`src/rtl/btn_debounce.sv`:
```
// btn_debounce: synchronized, debounced pushbutton with press/release/hold pulses.
module btn_debounce #(
  parameter int DEBOUNCE_CYCLES = 4,
  parameter int HOLD_CYCLES = 10
) (
  input  logic clk,
  input  logic rst_n,
  input  logic btn_in,
  output logic btn_level,
  output logic btn_press,
  output logic btn_release,
  output logic btn_hold
);
  localparam int DW = $clog2(DEBOUNCE_CYCLES);
  localparam int HW = $clog2(HOLD_CYCLES);
  localparam logic [DW-1:0] DB_MAX = DW'(DEBOUNCE_CYCLES - 1);
  localparam logic [HW-1:0] HOLD_MAX = HW'(HOLD_CYCLES - 1);
  typedef enum logic [1:0] {IDLE, PRESS_WAIT, PRESSED, RELEASE_WAIT} state_t;
  state_t state, state_nx;
  logic s1, btn_s;
  logic [DW-1:0] db_cnt, db_nx;
  logic [HW-1:0] hold_cnt, hold_nx;
  logic hold_done, done_nx, hold_fire;
  always_comb begin
    state_nx = state;
    db_nx = db_cnt;
    hold_nx = hold_cnt;
    done_nx = hold_done;
    hold_fire = state == PRESSED && !hold_done && hold_cnt == HOLD_MAX;
    case (state)
      IDLE: begin
        if (btn_s) begin
          state_nx = PRESS_WAIT;
          db_nx = '0;
        end
      end
      PRESS_WAIT: begin
        if (!btn_s) begin
          state_nx = IDLE;
          db_nx = '0;
        end else if (db_cnt == DB_MAX) begin
          state_nx = PRESSED;
          hold_nx = '0;
          done_nx = 1'b0;
        end else db_nx = db_cnt + DW'(1);
      end
      PRESSED: begin
        // hold counter saturates at its terminal value; hold_done blocks repeats
        hold_nx = hold_cnt == HOLD_MAX ? hold_cnt : hold_cnt + HW'(1);
        done_nx = hold_done | hold_fire;
        if (!btn_s) begin
          state_nx = RELEASE_WAIT;
          db_nx = '0;
        end
      end
      default: begin
        if (btn_s) begin
          state_nx = PRESSED;
          db_nx = '0;
        end else if (db_cnt == DB_MAX) state_nx = IDLE;
        else db_nx = db_cnt + DW'(1);
      end
    endcase
  end
  always_ff @(posedge clk) begin
    if (!rst_n) begin
      s1 <= 1'b0;
      btn_s <= 1'b0;
      state <= IDLE;
      db_cnt <= '0;
      hold_cnt <= '0;
      hold_done <= 1'b0;
      btn_level <= 1'b0;
      btn_press <= 1'b0;
      btn_release <= 1'b0;
      btn_hold <= 1'b0;
    end else begin
      s1 <= btn_in;
      btn_s <= s1;
      state <= state_nx;
      db_cnt <= db_nx;
      hold_cnt <= hold_nx;
      hold_done <= done_nx;
      btn_level <= state_nx == PRESSED || state_nx == RELEASE_WAIT;
      btn_press <= state == PRESS_WAIT && state_nx == PRESSED;
      btn_release <= state == RELEASE_WAIT && state_nx == IDLE;
      btn_hold <= hold_fire;
    end
  end
endmodule

```
`config.mk`:
```
export PLATFORM = sky130hd
export DESIGN_NAME = btn_debounce
export DESIGN_NICKNAME = d
export VERILOG_FILES = /design/src/rtl/btn_debounce.sv
export SDC_FILE = /design/constraint.sdc
export NUM_CORES = 1
export LEC_CHECK = 0
export BUFFER_PORTS_ARGS = -buffer_cell sky130_fd_sc_hd__buf_2
export CORE_MARGIN = 4
export CORE_UTILIZATION = 45
export DETAILED_ROUTE_END_ITERATION = 10
export PLACE_DENSITY = 0.63
export SYNTH_ARGS = -nofsm -noshare
export SYNTH_HDL_FRONTEND = slang
export SYNTH_SLANG_ARGS = --single-unit
```
`constraint.sdc`:
```
create_clock -name clk -period 1.7 [get_ports clk]
set_input_delay 0.51 -clock clk [delete_from_list [all_inputs] [get_ports clk]]
set_output_delay 0.51 -clock clk [all_outputs]
set_load 0.01 [all_outputs]
```
==> metrics.cfg <==
[outcome]
status=complete, no violations

[yosys]
synth.ff_latch_count=15
synthCells=60
syn-mean-instance-area_sq_um=10.07
ys_types=29
synth-seq-area-share=0.4969
yosys_warnings=0
synthArstFlopShare=0
ys.flop_type=dfxtp_1
synth_nets=65
synth.cell_area_sq_um=604.3
synth-edff-count=0

[sta]
timing.fmax_ghz=0.7385
rsz0062_at_grt=no
worst_slew_pin_slew_ns=0.4115
setup_violations=0
hold_violations=0
post-route-period-util=0.7965
slew_violations=0
min_period_ns=1.354
slew_headroom=0.7239
tns_ns=0
holdWs_ns=0.4316
skew_ns=0.0004913

[die]
pin_count=7
die_w_um=44.65
die-area_sq_um=1993
placementRows=12
initial_core_util=0.5095
coreArea_sq_um=1186
die_y_um=44.65

[grt]
grt_pass1_wl_um=1787
grt_pass1_vias=402
grt_antenna_before_repair=0
grt_max_degree=9
grt_usage=0.1229
globalRoute.totalOverflow=0

[cts]
ctsHoldBuffers=0
cts.clk_slew.worst_paths_ns=0.08
cts.sinks=15
cts_max_path_buffers=2
cts_tree=done
cts_root_buffer=clkbuf_4
htreeDepth=1
cts_resized=0
clock_latency_ns=0.27
post_cts_buffers=0
numCtsBuffers=3

[drt]
avgRoutedWirePerCell_um=11.99
drcViolationCount=0
via_per_inst=4.988
totalWireLength_um=1007
drt_iter0_markers=11
drt-pass1-iter-count=3
dr_total_vias=419
antenna_left=0

[worst_setup_path]
cp-end-kind=register
worst-setup-path-type=reg2reg
cp_max_fo=5
startpoint_type=register
arrival_ns=1.55
cp_data_required_time_ns=1.89
reg2reg_slack_ns=0.35

[final_layout]
antenna_cells=0
final_area_sq_um=678.2
nNetsFinal=76
fin_cells=84
syn_to_final_growth_pct=12.22
drive_gt1_frac=0.2143
mostFrequentLayoutCells=dfxtp_1 (15), nor2_1 (6), buf_2 (6)
final_common_cell=dfxtp_1

[placed_design]
dpl.hpwl_um=765.8
placedInstanceArea_sq_um=651.9
port_buffers=6
place_congestion=0.7934
placed_cells=80

[worst_hold_path]
min-delay-path-class=reg2reg

[power_and_ir_drop]
ir_worst_vdd_mv=0.5825
p_leak_nw=0.2607
power_density_nw_per_um2=839.7

[flow_run]
maxCapViolCount=0

## per-stage QoR
stage / power [mW] / util / setup WS (ns)
final: 0.5695 / 0.5717 / 0.3460
after global routing: 0.5995 / 0.5717 / 0.2411
after CTS: 0.5772 / 0.5717 / 0.3346
after detailed placement: 0.3842 / 0.5496 / 0.3596
after global placement: 0.3842 / 0.5496 / 0.3473
after floorplan: 0.3771 / - / 0.4715
## critical path: stages (launching register included)
cell and delay (ns):
dfxtp_1 0.37, inv_1 0.06, ha_1 0.19, and3b_1 0.22
or2_1 0.25, o32ai_2 0.19
## cell families (layout without fill, tap and decap cells)
kind of cell | after synthesis | after routing | synth area share
adder cells (fa/ha/maj) | 2 | 2 | 0.04140
XOR/XNOR | 2 | 2 | 0.04142
flip-flops | 15 | 15 | 0.4969
multiplexers | 2 | 2 | 0.03313
AND/OR/NAND/NOR | 23 | 23 | 0.2216
buffers and inverters | 4 | 14 | 0.02484
AO/OA/AOI/OAI | 12 | 12 | 0.1408
## metal layers
| layer | up-vias | GRT usage | wire [um] |
|---|---|---|---|
| li1 | 231 | - | - |
| met1 | 177 | 0.1593 | 507 |
| met2 | 9 | 0.1834 | 418 |
| met3 | 2 | 0.06504 | 73 |
| met4 | 0 | 0.01807 | 8 |
| met5 | - | 0 | 0 |
## state kept, by name, indices dropped and copies added (netlist names)
signal and flops:
hold_cnt 4, db_cnt 2, state 2, btn_hold 1
btn_level 1, btn_press 1, btn_release 1, btn_s 1
hold_done 1, s1 1
## where the power goes
group          internal, mW  switching, mW  leakage (nW)
Clock                0.0910          0.103        0.0150
Sequential            0.354        0.00291         0.121
Combinational       0.00762         0.0114         0.124
## final timing paths
kind | start | to | depth (start not counted)
worst min-delay path | hold_done$_SDFFE_PN0P_ | btn_hold$_SDFF_PN0_ | 1
worst max register to register | hold_cnt[1]$_SDFFE_PN0P_ | hold_cnt[1]$_SDFFE_PN0P_ | 5
worst min register to register | hold_done$_SDFFE_PN0P_ | btn_hold$_SDFF_PN0_ | 1
worst max-delay path | hold_cnt[1]$_SDFFE_PN0P_ | hold_cnt[1]$_SDFFE_PN0P_ | 5
## area by class of cell
type | count | area [sq um]
Clock buffer | 4 | 26.28
Fill cell | 114 | 508.0
Inverter | 4 | 15.01
Multi-Input combinational cell | 41 | 289.0
Sequential cell | 15 | 300.3
Tap cell | 14 | 17.52
Timing Repair Buffer | 6 | 30.03
## cell usage after synthesis, drive strengths merged (2+ instances only)
| master | number | area [sq um] |
|---|---|---|
| nor2 | 6 | 22.52 |
| nand2b | 3 | 23.78 |
| dfxtp | 15 | 300.3 |
| inv | 4 | 15.01 |
| xnor2 | 2 | 25.03 |
| and2 | 2 | 12.51 |
| o21ai | 4 | 20.01 |
| mux2i | 2 | 20.02 |
| nand3 | 4 | 20.02 |
| o32ai | 2 | 25.03 |
| ha | 2 | 25.02 |
| a21oi | 3 | 18.77 |
Note: power is estimated with default switching activity, not from simulation.
